`src/rtl/alu_arbiter.sv`:
```
// alu_arbiter: two-port round-robin arbiter/sequencer wrapped around an
// 8-bit gate-level ALU (module alu8, below).
// Optional feature macro: ALU_ARB_MULTIPASS_EN. When defined, shift ops
// iterate the ALU cnt+1 times. When undefined, every op is single-pass,
// req_cnt0/req_cnt1 are ignored and no pass counter exists.
//
// ALU select encoding (S[3:0]):
//   00xx arithmetic : D = A + Bx + Cin, Bx = {B, ~B, 8'h00, 8'hFF}[S1:S0]
//   01xx logic      : {A&B, A|B, A^B, ~A}[S1:S0]
//   1dxx shift      : d=0 logical left, d=1 logical right, zero fill
//   Z = (D == 0); Cout is the adder carry for arithmetic ops, 0 otherwise.

module alu8 (
  input  logic [3:0] i_s,
  input  logic [7:0] i_a,
  input  logic [7:0] i_b,
  input  logic       i_cin,
  output logic [7:0] o_d,
  output logic       o_z,
  output logic       o_cout
);

  logic [7:0] w_bx;
  logic [7:0] w_p;
  logic [7:0] w_sum;
  logic [8:0] w_c;
  logic [7:0] w_log;
  logic [7:0] w_shl;
  logic [7:0] w_shr;
  logic [7:0] w_sh;
  logic       w_arith;
  logic       w_logic;

  assign w_c[0]  = i_cin;
  assign w_arith = ~i_s[3] & ~i_s[2];
  assign w_logic = ~i_s[3] &  i_s[2];

  genvar gi;
  generate
    for (gi = 0; gi < 8; gi++) begin : g_bit
      // B operand conditioning: pass, invert, force 0, force 1
      assign w_bx[gi] = (~i_s[1] & (i_b[gi] ^ i_s[0])) | (i_s[1] & i_s[0]);

      // Ripple-carry full adder cell
      assign w_p[gi]     = i_a[gi] ^ w_bx[gi];
      assign w_sum[gi]   = w_p[gi] ^ w_c[gi];
      assign w_c[gi + 1] = (i_a[gi] & w_bx[gi]) | (w_c[gi] & w_p[gi]);

      // Logic unit, one-hot decoded from S[1:0]
      assign w_log[gi] = (~i_s[1] & ~i_s[0] & (i_a[gi] & i_b[gi]))
                       | (~i_s[1] &  i_s[0] & (i_a[gi] | i_b[gi]))
                       | ( i_s[1] & ~i_s[0] & (i_a[gi] ^ i_b[gi]))
                       | ( i_s[1] &  i_s[0] & ~i_a[gi]);

      // Logical shifters: vacated bit is 0, nothing wraps
      if (gi == 0) begin : g_lsb
        assign w_shl[gi] = 1'b0;
      end else begin : g_nlsb
        assign w_shl[gi] = i_a[gi - 1];
      end
      if (gi == 7) begin : g_msb
        assign w_shr[gi] = 1'b0;
      end else begin : g_nmsb
        assign w_shr[gi] = i_a[gi + 1];
      end
      assign w_sh[gi] = (i_s[2] & w_shr[gi]) | (~i_s[2] & w_shl[gi]);

      // Result select by S[3:2]
      assign o_d[gi] = (w_arith & w_sum[gi])
                     | (w_logic & w_log[gi])
                     | (i_s[3]  & w_sh[gi]);
    end
  endgenerate

  assign o_z    = ~|o_d;
  assign o_cout = w_arith & w_c[8];

endmodule

module alu_arbiter (
  input  logic       clk,
  input  logic       rst_n,
  input  logic [1:0] req_valid,
  output logic [1:0] req_ready,
  input  logic [3:0] req_op0,
  input  logic [3:0] req_op1,
  input  logic [7:0] req_a0,
  input  logic [7:0] req_a1,
  input  logic [7:0] req_b0,
  input  logic [7:0] req_b1,
  input  logic [1:0] req_cin,
  input  logic [2:0] req_cnt0,
  input  logic [2:0] req_cnt1,
  output logic       rsp_valid,
  input  logic       rsp_ready,
  output logic       rsp_id,
  output logic [7:0] rsp_d,
  output logic       rsp_z,
  output logic       rsp_cout,
  output logic       busy
);

  typedef enum logic [1:0] {
    ST_IDLE = 2'd0,
    ST_EXEC = 2'd1,
    ST_DONE = 2'd2
  } state_t;

  state_t     r_state;
  logic       r_rr_ptr;
  logic [3:0] r_op;
  logic [7:0] r_a;
  logic [7:0] r_b;
  logic       r_cin;
  logic       r_id;
  logic       r_rsp_valid;
  logic       r_rsp_id;
  logic [7:0] r_rsp_d;
  logic       r_rsp_z;
  logic       r_rsp_cout;

  logic       w_any_valid;
  logic       w_gnt_id;
  logic       w_accept;
  logic [3:0] w_sel_op;
  logic [7:0] w_sel_a;
  logic [7:0] w_sel_b;
  logic       w_sel_cin;
  logic [7:0] w_alu_d;
  logic       w_alu_z;
  logic       w_alu_cout;
  logic       w_more_passes;

`ifdef ALU_ARB_MULTIPASS_EN
  logic [2:0] r_cnt;
  logic [2:0] w_sel_cnt;

  assign w_sel_cnt     = w_gnt_id ? req_cnt1 : req_cnt0;
  // Another pass is needed only for shifts with passes still outstanding
  assign w_more_passes = r_op[3] & (r_cnt != 3'd0);
`else
  // Pass counts are meaningless when every op is single-pass
  logic w_unused_cnt;
  assign w_unused_cnt  = ^{req_cnt0, req_cnt1};
  assign w_more_passes = 1'b0;
`endif

  // Grant selection: a lone requester wins outright, a tie goes to r_rr_ptr
  assign w_any_valid = |req_valid;
  assign w_gnt_id    = (&req_valid) ? r_rr_ptr : req_valid[1];
  assign w_accept    = (r_state == ST_IDLE) & w_any_valid;

  // Accept strobe is one-hot and held low while reset is asserted
  assign req_ready = (w_accept & rst_n) ? (w_gnt_id ? 2'b10 : 2'b01) : 2'b00;

  // Payload of the granted requester
  assign w_sel_op  = w_gnt_id ? req_op1 : req_op0;
  assign w_sel_a   = w_gnt_id ? req_a1  : req_a0;
  assign w_sel_b   = w_gnt_id ? req_b1  : req_b0;
  assign w_sel_cin = w_gnt_id ? req_cin[1] : req_cin[0];

  alu8 u_alu (
    .i_s    (r_op),
    .i_a    (r_a),
    .i_b    (r_b),
    .i_cin  (r_cin),
    .o_d    (w_alu_d),
    .o_z    (w_alu_z),
    .o_cout (w_alu_cout)
  );

  // Sequencer FSM: arbitrate, run ALU passes, hold response until consumed
  always_ff @(posedge clk or negedge rst_n) begin
    if (!rst_n) begin
      r_state     <= ST_IDLE;
      r_rr_ptr    <= 1'b0;
      r_op        <= 4'h0;
      r_a         <= 8'h00;
      r_b         <= 8'h00;
      r_cin       <= 1'b0;
      r_id        <= 1'b0;
`ifdef ALU_ARB_MULTIPASS_EN
      r_cnt       <= 3'd0;
`endif
      r_rsp_valid <= 1'b0;
      r_rsp_id    <= 1'b0;
      r_rsp_d     <= 8'h00;
      r_rsp_z     <= 1'b0;
      r_rsp_cout  <= 1'b0;
    end else begin
      case (r_state)
        ST_IDLE: begin
          if (w_any_valid) begin
            r_op     <= w_sel_op;
            r_a      <= w_sel_a;
            r_b      <= w_sel_b;
            r_cin    <= w_sel_cin;
            r_id     <= w_gnt_id;
`ifdef ALU_ARB_MULTIPASS_EN
            r_cnt    <= w_sel_cnt;
`endif
            r_rr_ptr <= ~w_gnt_id;
            r_state  <= ST_EXEC;
          end
        end
        ST_EXEC: begin
          if (w_more_passes) begin
            // Feed the shifted value back; B and Cin stay as latched
            r_a <= w_alu_d;
`ifdef ALU_ARB_MULTIPASS_EN
            r_cnt <= r_cnt - 3'd1;
`endif
          end else begin
            r_rsp_d     <= w_alu_d;
            r_rsp_z     <= w_alu_z;
            r_rsp_cout  <= w_alu_cout;
            r_rsp_id    <= r_id;
            r_rsp_valid <= 1'b1;
            r_state     <= ST_DONE;
          end
        end
        ST_DONE: begin
          if (rsp_ready) begin
            r_rsp_valid <= 1'b0;
            r_state     <= ST_IDLE;
          end
        end
        default: begin
          r_rsp_valid <= 1'b0;
          r_state     <= ST_IDLE;
        end
      endcase
    end
  end

  assign rsp_valid = r_rsp_valid;
  assign rsp_id    = r_rsp_id;
  assign rsp_d     = r_rsp_d;
  assign rsp_z     = r_rsp_z;
  assign rsp_cout  = r_rsp_cout;
  assign busy      = (r_state != ST_IDLE);

endmodule

```
`config.mk`:
```
export PLATFORM = sky130hd
export DESIGN_NAME = alu_arbiter
export DESIGN_NICKNAME = d
export VERILOG_FILES = /design/src/rtl/alu_arbiter.sv
export SDC_FILE = /design/constraint.sdc
export NUM_CORES = 1
export LEC_CHECK = 0
export BUFFER_PORTS_ARGS = -buffer_cell sky130_fd_sc_hd__buf_2
export CAP_MARGIN = 20
export CORE_MARGIN = 2
export CORE_UTILIZATION = 59
export CTS_BUF_LIST = sky130_fd_sc_hd__clkbuf_16
export DETAILED_ROUTE_END_ITERATION = 6
export PLACE_DENSITY = 0.86
export SYNTH_ARGS = -nofsm -noshare
export SYNTH_HDL_FRONTEND = slang
export SYNTH_HIERARCHICAL = 1
export SYNTH_SLANG_ARGS = --single-unit
```
`constraint.sdc`:
```
create_clock -name clk -period 10.3 [get_ports clk]
set_input_delay 1.03 -clock clk [delete_from_list [all_inputs] [get_ports clk]]
set_output_delay 1.03 -clock clk [all_outputs]
set_load 0.01 [all_outputs]
```
==> results of run 1 <==
through the flow:
stage / setup WS [ns] / area, µm² / hold WS (ns)
after floorplan: 5.57 / 2910 / 0.464
after global placement: 5.29 / 3180 / 0.455
after detailed placement: 5.18 / 3180 / 0.471
after CTS: 5.17 / 3320 / 0.483
after global routing: 4.83 / 3330 / 0.502
final: 5.16 / 3330 / 0.479
layout make-up:
cell class | count | area share [%]
clock buffers | 5 | 3.76
clock inverters | 3 | 0.526
inverters | 35 | 3.94
multi-input cells | 200 | 51.6
flip-flops and latches | 37 | 27.8
well taps | 67 | 2.52
repair buffers | 64 | 9.84
power groups by stage:
stage | clock [mW] | combinational, mW | sequential [mW]
2_1_floorplan | 0 | 0.554 | 0.289
3_3_place_gp | 0 | 0.622 | 0.331
3_5_place_dp | 0 | 0.657 | 0.338
4_1_cts | 0.151 | 0.666 | 0.336
5_1_grt | 0.157 | 0.755 | 0.352
6_report | 0.149 | 0.670 | 0.337
state kept, by name, summed over array words and instances, names as in the netlist:
| register | cells |
|---|---|
| rsp_d | 8 |
| r_state | 2 |
| r_b | 8 |
| r_a | 8 |
| r_rr_ptr | 1 |
| rsp_valid | 1 |
| r_cin | 1 |
| rsp_cout | 1 |
| rsp_id | 1 |
| rsp_z | 1 |
| r_id | 1 |
| r_op | 4 |
worst reg2reg max path: stages, from the launching register on:
cell     delay (ns)
dfrtp_1        0.90
xnor2_1        0.20
fa_1           0.43
fa_1           0.40
fa_1           0.40
fa_1           0.39
fa_1           0.38
inv_1          0.08
fa_1           0.17
inv_1          0.06
fa_1           0.37
fa_1           0.50
nor2_1         0.05
nor3_1         0.13
a21oi_1        0.06
and4_1         0.21
mux2_1         0.28
layout by cell type, fill, tap and decap left out, types with 2 or more instances in the layout:
master / n
a21oi_1: 24
a22oi_1: 5
a31oi_1: 3
a31oi_2: 19
and4_1: 2
buf_2: 61
buf_4: 3
clkbuf_16: 5
dfrtp_1: 37
fa_1: 8
ha_1: 16
inv_1: 34
mux2_1: 11
mux2i_1: 2
mux4_1: 4
mux4_2: 5
nand2_1: 7
nand2b_1: 11
nand3_1: 21
nor2_1: 5
nor2b_1: 3
nor3_1: 2
o21a_1: 2
o21ai_0: 31
xnor2_1: 8
kinds of logic (layout without fill, tap and decap cells):
group,after synthesis,after routing
AO/OA/AOI/OAI,89,89
XOR/XNOR,8,8
adder cells (fa/ha/maj),24,24
buffers and inverters,59,107
flip-flops,37,37
multiplexers,22,22
AND/OR/NAND/NOR,57,57
routing by layer:
metal  up-vias  wire, µm  GRT usage [%]
li1       1129         -              -
met1      1139      2700           33.0
met2        77      3190           41.2
met3         9       316           5.01
met4         0        87           7.54
met5         -         0              0
path summary, 6_finish.rpt:
kind | start | to | slack [ns]
worst min register to register | rsp_d[4] | rsp_d[4] | 0.48
worst max register to register | r_op[0] | rsp_z | 5.16
worst min-delay path | rsp_d[4] | rsp_d[4] | 0.48
worst max-delay path | r_op[0] | rsp_z | 5.16
min in group asynchronous | rst_n | rsp_d[7] | 0.79
max in group asynchronous | rst_n | r_a[2] | 9.18
==> summary.md, run 1 <==
| Metric | Value |
|---|---|
| Status | `completed` |
| Die area | `5510 µm²` |
| Largest area contributor in the netlist | `dfrtp_1` |
| Drc violations | `0` |
| Avg Cell Area, Syn | `9.83 µm²` |
| Final hold vios | `0` |
| Max incr delay on CP | `0.90 ns` |
| Clock power share | `12.9%` |
| Type of the worst setup path | `reg2reg` |
| Worst-skew pair later-pin latency | `0.28 ns` |
| Crit path depth | `16` |
| GR Util All Layers | `24.8%` |
| Post-Syn Instances | `296` |
| Main area contributors after synthesis | `dfrtp_1, a31oi_2, ha_1` |
| DIE WIDTH | `74.2 µm` |
| Area grow syn2layout | `14.4%` |
| H-tree levels | `2` |
| Initial antenna violation count | `0` |
| Avg WL per Cell | `15.3 µm` |
| Worst Path Required | `10.46 ns` |
| Critical-path top delay cell | `dfrtp_1` |
| Sequential power share | `29.2%` |
| Max Cap Violations | `0` |
| Starting DRT DRC Count | `172` |
| Psw | `0.517 mW` |
| Crit path max-delay family | `adder cells` |
| R2R depth | `16` |
| CP Capture Type | `register` |
| Combinational Power Share | `57.9%` |
| Antenna Cells | `0` |
| ANT nets after route | `0` |
| Sequential cell area | `926 µm²` |
| Num CTS Buffers | `5` |
| Vias/cell | `5.73` |
| Row count | `25` |
| Measured slew at the worst slew-check pin | `0.951 ns` |
| Fmax | `194 MHz` |
| Multi-input logic area | `1720 µm²` |
| Worst EP arrival | `5.30 ns` |
| Layout cell share with drive strength beyond 1 | `28.8%` |
| CTS resizes | `0` |
| Final core occ | `70.1%` |
| CTS tree | `yes` |
| Top_reg_cell synth | `dfrtp_1` |
| Post-synthesis register bit count | `37` |
| Largest net degree at the start of global routing | `40` |
| Final Wtd Congestion | `0.830` |
| Syn_nets | `373` |
| Pins Over Slew Limit | `0` |
| Combinational family with the most area after synthesis | `compound AO/OA/AOI/OAI gates` |
| Final min period | `5.14 ns` |
| Post-DP HPWL | `4.60 mm` |
| Synth Area in Adders | `12.4%` |
| Pwr dens | `347 nW/µm²` |
| Sw frac | `44.8%` |
| Top-count cell post-synth | `dfrtp_1` |
| CP dominant cell by count | `fa_1` |
| I/O Buffers | `61` |
| Synth top cells by count | `dfrtp_1, inv_1, o21ai_0` |
| Tcrit/Tclk final | `49.9%` |
| Overflow after GRT | `0` |
| Placed insts | `402` |
| # setup viols final | `0` |
| EDFF count, synth | `0` |
| Clk slew on worst S/H paths | `0.06 ns` |
| Layout fillers | `377` |
| Simple-Gate Fraction of Synth Area | `10.6%` |
| First-pass GRT wire length | `10.4 mm` |
| Post-synthesis mux area share | `12.4%` |
| Unique masters post-synth | `38` |
| I/O pin total | `68` |
| Sequential share of the synthesized area | `31.8%` |
| Worst clock skew | `0.00762 ns` |
| Critical Path Source Type | `register` |
| Drt pass-1 iters | `4` |
| Slew headroom | `36.4%` |
| Total number of vias | `2354` |
| P_leak | `1.55 nW` |
| CTS Root Cell | `clkbuf_16` |
| Type of the worst min-delay path | `reg2reg` |
| YS warnings | `6` |
| Postcts setup bufs | `0` |
| Hold Path Cell Cnt | `1` |
| Compound-Gate Fraction of Synth Area | `21.2%` |
| Max clock buf depth | `2` |
| Worst IR Drop VDD | `0.158 mV` |
| Core area | `4750 µm²` |
| Post-Synthesis Cell Area | `2910 µm²` |
| Setup_tns | `0 ns` |
| XOR/XNOR Fraction of Synth Area | `2.41%` |
| Async set or reset register ratio after synthesis | `100%` |
| Initial Util | `61.2%` |
| Crit Path Max Fanout | `17` |
| # hold bufs at CTS | `0` |
| CP bufs+invs | `2` |
| Die Y | `74.2 µm` |
| Worst-path cell chain | `xnor2_1 > fa_1 > fa_1 > fa_1 > fa_1 > fa_1 > inv_1 > fa_1 > inv_1 > fa_1 > fa_1 > nor2_1 > nor3_1 > a21oi_1 > and4_1 > mux2_1` |
| P_int | `0.638 mW` |
| Total power | `1.16 mW` |
| Total routed wirelength | `6.30 mm` |
| Share of the synthesized area in the top cell type | `31.8%` |
| RSZ-0062 raised after global routing | `false` |
| Vias in the first global route | `2244` |
| # clock sinks | `37` |
| Non-filler instance count after layout | `411` |
| Nets@finish | `420` |
Power figures use the tool's default switching activity.
==> inputs of run 2 (changes only) <==
--- a/config.mk
+++ b/config.mk
@@ -8,10 +8,10 @@
 export BUFFER_PORTS_ARGS = -buffer_cell sky130_fd_sc_hd__buf_2
 export CAP_MARGIN = 20
 export CORE_MARGIN = 2
-export CORE_UTILIZATION = 59
+export CORE_UTILIZATION = 55
 export CTS_BUF_LIST = sky130_fd_sc_hd__clkbuf_16
 export DETAILED_ROUTE_END_ITERATION = 6
-export PLACE_DENSITY = 0.86
+export PLACE_DENSITY = 0.81
 export SYNTH_ARGS = -nofsm -noshare
 export SYNTH_HDL_FRONTEND = slang
 export SYNTH_HIERARCHICAL = 1
==> constraint.sdc (replaced) <==
create_clock -name clk -period 4.9 [get_ports clk]
set_input_delay 0.49 -clock clk [delete_from_list [all_inputs] [get_ports clk]]
set_output_delay 0.49 -clock clk [all_outputs]
set_load 0.01 [all_outputs]
==> summary.md, run 2 (same netlist as run 1, synthesis figures left out) <==
| Metric | Value |
|---|---|
| Psw | `1.08 mW` |
| Total number of vias | `2362` |
| Reg2reg start | `r_op[1]` |
| Post-DP HPWL | `4.66 mm` |
| CTS resizes | `0` |
| Final Wtd Congestion | `0.848` |
| Non-filler instance count after layout | `416` |
| Drt pass-1 iters | `4` |
| Clock power share | `14.1%` |
| Layout cell share with drive strength beyond 1 | `28.9%` |
| # setup viols final | `0` |
| GR Util All Layers | `22.1%` |
| CTS Root Cell | `clkbuf_16` |
| Sequential power share | `26.4%` |
| Row count | `26` |
| Final hold vios | `0` |
| RSZ-0062 raised after global routing | `false` |
| Max Cap Violations | `0` |
| Worst Path Required | `5.06 ns` |
| CTS tree | `yes` |
| Nets@finish | `422` |
| R2R depth | `17` |
| Die area | `5890 µm²` |
| Worst setup endpoint | `rsp_z` |
| Starting DRT DRC Count | `132` |
| Final min period | `4.74 ns` |
| Crit Path Max Fanout | `2` |
| Setup_tns | `0 ns` |
| Largest net degree at the start of global routing | `40` |
| Total routed wirelength | `6.10 mm` |
| Final Cell Area | `3370 µm²` |
| Final core occ | `66.0%` |
| I/O Buffers | `61` |
| Combinational Power Share | `59.5%` |
| Avg WL per Cell | `14.7 µm` |
| Type of the worst min-delay path | `in2async` |
| Placed insts | `407` |
| I/O pin total | `68` |
| Pre-CTS WS | `0.208 ns` |
| Max clock buf depth | `2` |
| Vias/cell | `5.68` |
| Slew headroom | `36.5%` |
| R2R Setup Slk | `0.16 ns` |
| First-pass GRT wire length | `10.5 mm` |
| Worst EP arrival | `4.89 ns` |
| Initial antenna violation count | `0` |
| Type of the worst setup path | `reg2reg` |
| Critical Path Source Type | `register` |
| Status | `completed` |
| # hold bufs at CTS | `0` |
| Tcrit/Tclk final | `96.7%` |
| Fmax | `211 MHz` |
| Worst-skew pair later-pin latency | `0.28 ns` |
| Overflow after GRT | `0` |
| Drc violations | `0` |
| Total power | `2.50 mW` |
| H-tree levels | `2` |
| Die Y | `76.7 µm` |
| ANT nets after route | `0` |
| Initial Util | `57.0%` |
| Antenna Cells | `0` |
| P_leak | `1.57 nW` |
| P_int | `1.42 mW` |
| # clock sinks | `37` |
| Worst clock skew | `0.00881 ns` |
| Core area | `5110 µm²` |
| Clk slew on worst S/H paths | `0.06 ns` |
| Worst Setup SP | `r_op[1]` |
| Worst hold slack | `0.260 ns` |
| Sw frac | `43.3%` |
| Pins Over Slew Limit | `0` |
| Measured slew at the worst slew-check pin | `0.951 ns` |
| Area post-placement | `3200 µm²` |
| Area grow syn2layout | `15.8%` |
| Num CTS Buffers | `5` |
| Vias in the first global route | `2205` |
| Most common cell after layout, fill and taps aside | `buf_2` |
| Final worst slack | `0.163 ns` |
| Most frequent cells in the layout | `buf_2, dfrtp_1, inv_1` |
| Pwr dens | `741 nW/µm²` |
| Worst IR Drop VDD | `0.306 mV` |
| DIE WIDTH | `76.7 µm` |
| CP Capture Type | `register` |
| Postcts setup bufs | `0` |
| RR Endpoint | `rsp_z` |
-- run 2: changes by cell type in the layout (fill, tap and decap cells not counted), sizes merged --
| cell | previous run | this run |
|---|---|---|
| inv | 35 | 36 |
| buf | 64 | 66 |
| clkinv | 3 | 1 |
| bufinv | 0 | 1 |
-- run 2: worst min-delay path by stage --
stage                end       from  cells past startpoint
3_5_place_dp    rsp_d[1]   rsp_d[1]                      1
5_1_grt         rsp_d[6]      rst_n                      2
2_1_floorplan     r_a[0]      rst_n                      0
6_report          r_b[5]      rst_n                      2
4_1_cts          r_op[2]      rst_n                      2
3_3_place_gp   rsp_valid  rsp_valid                      1
-- run 2: worst max-delay path, cell delays in order, from the launching register on --
cell and delay (ns):
dfrtp_1 0.37, nand2b_1 0.15, xnor2_1 0.14, fa_1 0.42, fa_1 0.41, fa_1 0.42
fa_1 0.40, fa_1 0.38, inv_1 0.09, fa_1 0.17, inv_1 0.05, fa_1 0.37
fa_1 0.51, nor2_1 0.05, nor3_1 0.13, a21oi_1 0.05, and4_1 0.21, mux2_1 0.29
-- run 2: cell type report --
class                           count  area (µm²)
Sequential cell                    37         926
Clock buffer                        5         125
Timing Repair Buffer               66         343
Multi-Input combinational cell    200        1720
Tap cell                           70        87.6
Fill cell                         400        1740
Inverter                           35         131
Clock inverter                      3        37.5
-- run 2: power groups by stage --
stage,logic (mW),registers (mW),clock network [mW]
final,1.49,0.660,0.352
after global routing,1.67,0.687,0.372
after CTS,1.48,0.660,0.359
after detailed placement,1.46,0.661,0
after global placement,1.37,0.651,0
after floorplan,1.16,0.608,0
-- run 2: layer usage --
metal	up-vias	routed length (µm)	part of all wire, %	global-route usage [%]
li1	1138	-	-	-
met4	0	145	2.4	7.82
met1	1118	2550	42	29.2
met5	-	0	0	0
met2	93	3000	49	36.5
met3	13	400	6.6	4.12
==> inputs of run 3 (changes only) <==
==> config.mk (replaced) <==
export PLATFORM = sky130hd
export DESIGN_NAME = alu_arbiter
export DESIGN_NICKNAME = d
export VERILOG_FILES = /design/src/rtl/alu_arbiter.sv
export SDC_FILE = /design/constraint.sdc
export NUM_CORES = 1
export LEC_CHECK = 0
export CAP_MARGIN = 20
export CORE_MARGIN = 2
export CORE_UTILIZATION = 62
export CTS_BUF_LIST = sky130_fd_sc_hd__clkbuf_16
export DETAILED_ROUTE_END_ITERATION = 6
export DONT_BUFFER_PORTS = 1
export PLACE_DENSITY = 0.78
export SYNTH_ARGS = -nofsm -noshare
export SYNTH_HDL_FRONTEND = slang
export SYNTH_HIERARCHICAL = 1
export SYNTH_SLANG_ARGS = --single-unit
==> summary.md, run 3 (same netlist as run 1, synthesis figures left out) <==
| Metric | Value |
|---|---|
| Setup_tns | `0 ns` |
| Worst IR Drop VDD | `0.373 mV` |
| Antenna Cells | `0` |
| Total power | `2.42 mW` |
| Row count | `24` |
| Vias in the first global route | `2136` |
| H-tree levels | `2` |
| P_leak | `1.32 nW` |
| Pins Over Slew Limit | `0` |
| Combinational Power Share | `56.8%` |
| Most common cell after layout, fill and taps aside | `dfrtp_1` |
| Type of the worst setup path | `reg2reg` |
| I/O Buffers | `0` |
| Pwr dens | `794 nW/µm²` |
| Type of the worst min-delay path | `in2async` |
| Vias/cell | `6.51` |
| Total number of vias | `2188` |
| First-pass GRT wire length | `10.1 mm` |
| Worst EP arrival | `4.83 ns` |
| Postcts setup bufs | `0` |
| P_int | `1.36 mW` |
| Drt pass-1 iters | `5` |
| Most frequent cells in the layout | `dfrtp_1, inv_1, o21ai_0` |
| Status | `completed` |
| Max clock buf depth | `2` |
| Worst hold slack | `0.0529 ns` |
| RSZ-0062 raised after global routing | `false` |
| Worst Path Required | `5.05 ns` |
| Tcrit/Tclk final | `95.5%` |
| Initial antenna violation count | `0` |
| Avg WL per Cell | `18.7 µm` |
| Final Wtd Congestion | `0.895` |
| DIE WIDTH | `72.5 µm` |
| Starting DRT DRC Count | `123` |
| Reg2reg start | `r_op[1]` |
| Die Y | `72.5 µm` |
| Num CTS Buffers | `5` |
| Core area | `4440 µm²` |
| Initial Util | `65.5%` |
| Final min period | `4.68 ns` |
| Sw frac | `43.9%` |
| R2R depth | `17` |
| Clock power share | `14.5%` |
| Area grow syn2layout | `4.86%` |
| # setup viols final | `0` |
| Nets@finish | `361` |
| RR Endpoint | `rsp_z` |
| Die area | `5260 µm²` |
| Slew headroom | `36.5%` |
| ANT nets after route | `0` |
| Fmax | `214 MHz` |
| Psw | `1.06 mW` |
| I/O pin total | `68` |
| Clk slew on worst S/H paths | `0.05 ns` |
| Total routed wirelength | `6.30 mm` |
| Worst-skew pair later-pin latency | `0.28 ns` |
| Layout fillers | `338` |
| CP Capture Type | `register` |
| # clock sinks | `37` |
| Critical Path Source Type | `register` |
| Measured slew at the worst slew-check pin | `0.950 ns` |
| Max Cap Violations | `0` |
| Overflow after GRT | `0` |
| CTS Root Cell | `clkbuf_16` |
| Worst clock skew | `0.00791 ns` |
| R2R Setup Slk | `0.22 ns` |
| Largest net degree at the start of global routing | `38` |
| CTS tree | `yes` |
| Drc violations | `0` |
| Layout cell share with drive strength beyond 1 | `14.1%` |
| Sequential power share | `28.7%` |
| Crit Path Max Fanout | `2` |
| GR Util All Layers | `25.0%` |
| Final hold vios | `0` |
| Post-DP HPWL | `4.45 mm` |
run 3: cell types whose count changed in the layout (fill, tap and decap cells not counted), sizes merged:
cell,delta
buf,-61
inv,-1
run 3: area by class of cell:
cell class | instances | area [µm²] | share of cell area [%]
inverter | 35 | 131 | 4.31
timing repair buffer | 5 | 50.0 | 1.64
sequential | 37 | 926 | 30.3
clock buffer | 5 | 125 | 4.10
multi-input combinational | 200 | 1720 | 56.3
clock inverter | 2 | 35.0 | 1.15
tap | 52 | 65.1 | 2.13
run 3: worst max-delay path by stage:
stage                  from  cells after the start    end  slack, ns
finish              r_op[1]                     17  rsp_z       0.22
global route        r_op[1]                     17  rsp_z       0.08
CTS                 r_op[1]                     17  rsp_z       0.26
detailed placement  r_op[1]                     17  rsp_z       0.28
global placement    r_op[1]                     17  rsp_z       0.34
floorplan           r_op[1]                     19  rsp_z       0.17
run 3: what timing repair did:
action | CTS | global route
resized for setup | 0 | 0
hold endpoints to repair | 37 | 0
hold buffers | 1 | 0
run 3: per-layer routing:
layer	wire (µm)	global-route usage, %	share of wire, %	vias to the layer above
met2	3220	41.9	51	105
met1	2530	32.9	40	1064
met5	0	0	0	-
met3	518	6.11	8.2	4
li1	-	-	-	1015
met4	30	6.17	0.48	0
run 3: critical path: stages, from the launching register on:
cell      delay [ns]
dfrtp_1         0.37
nand2b_1        0.15
xnor2_1         0.14
fa_1            0.40
fa_1            0.40
fa_1            0.40
fa_1            0.39
fa_1            0.37
inv_1           0.08
fa_1            0.18
inv_1           0.06
fa_1            0.37
fa_1            0.51
nor2_1          0.05
nor3_1          0.13
a21oi_1         0.06
and4_1          0.21
mux2_1          0.29
run 3: stage by stage:
stage	util, %	setup WS (ns)	cell area (µm²)	instances
after detailed placement	64.4	0.282	2860	327
after CTS	68.5	0.262	3040	335
final	68.7	0.223	3050	336
after floorplan	-	0.166	2910	296
after global placement	64.4	0.343	2860	327
after global routing	68.7	0.0758	3050	336
run 3: power groups by stage:
stage / registers, mW / logic, mW / clock network, mW
after floorplan: 0.608 / 1.16 / 0
after global placement: 0.686 / 1.28 / 0
after detailed placement: 0.698 / 1.34 / 0
after CTS: 0.695 / 1.36 / 0.355
after global routing: 0.726 / 1.54 / 0.368
final: 0.696 / 1.38 / 0.350
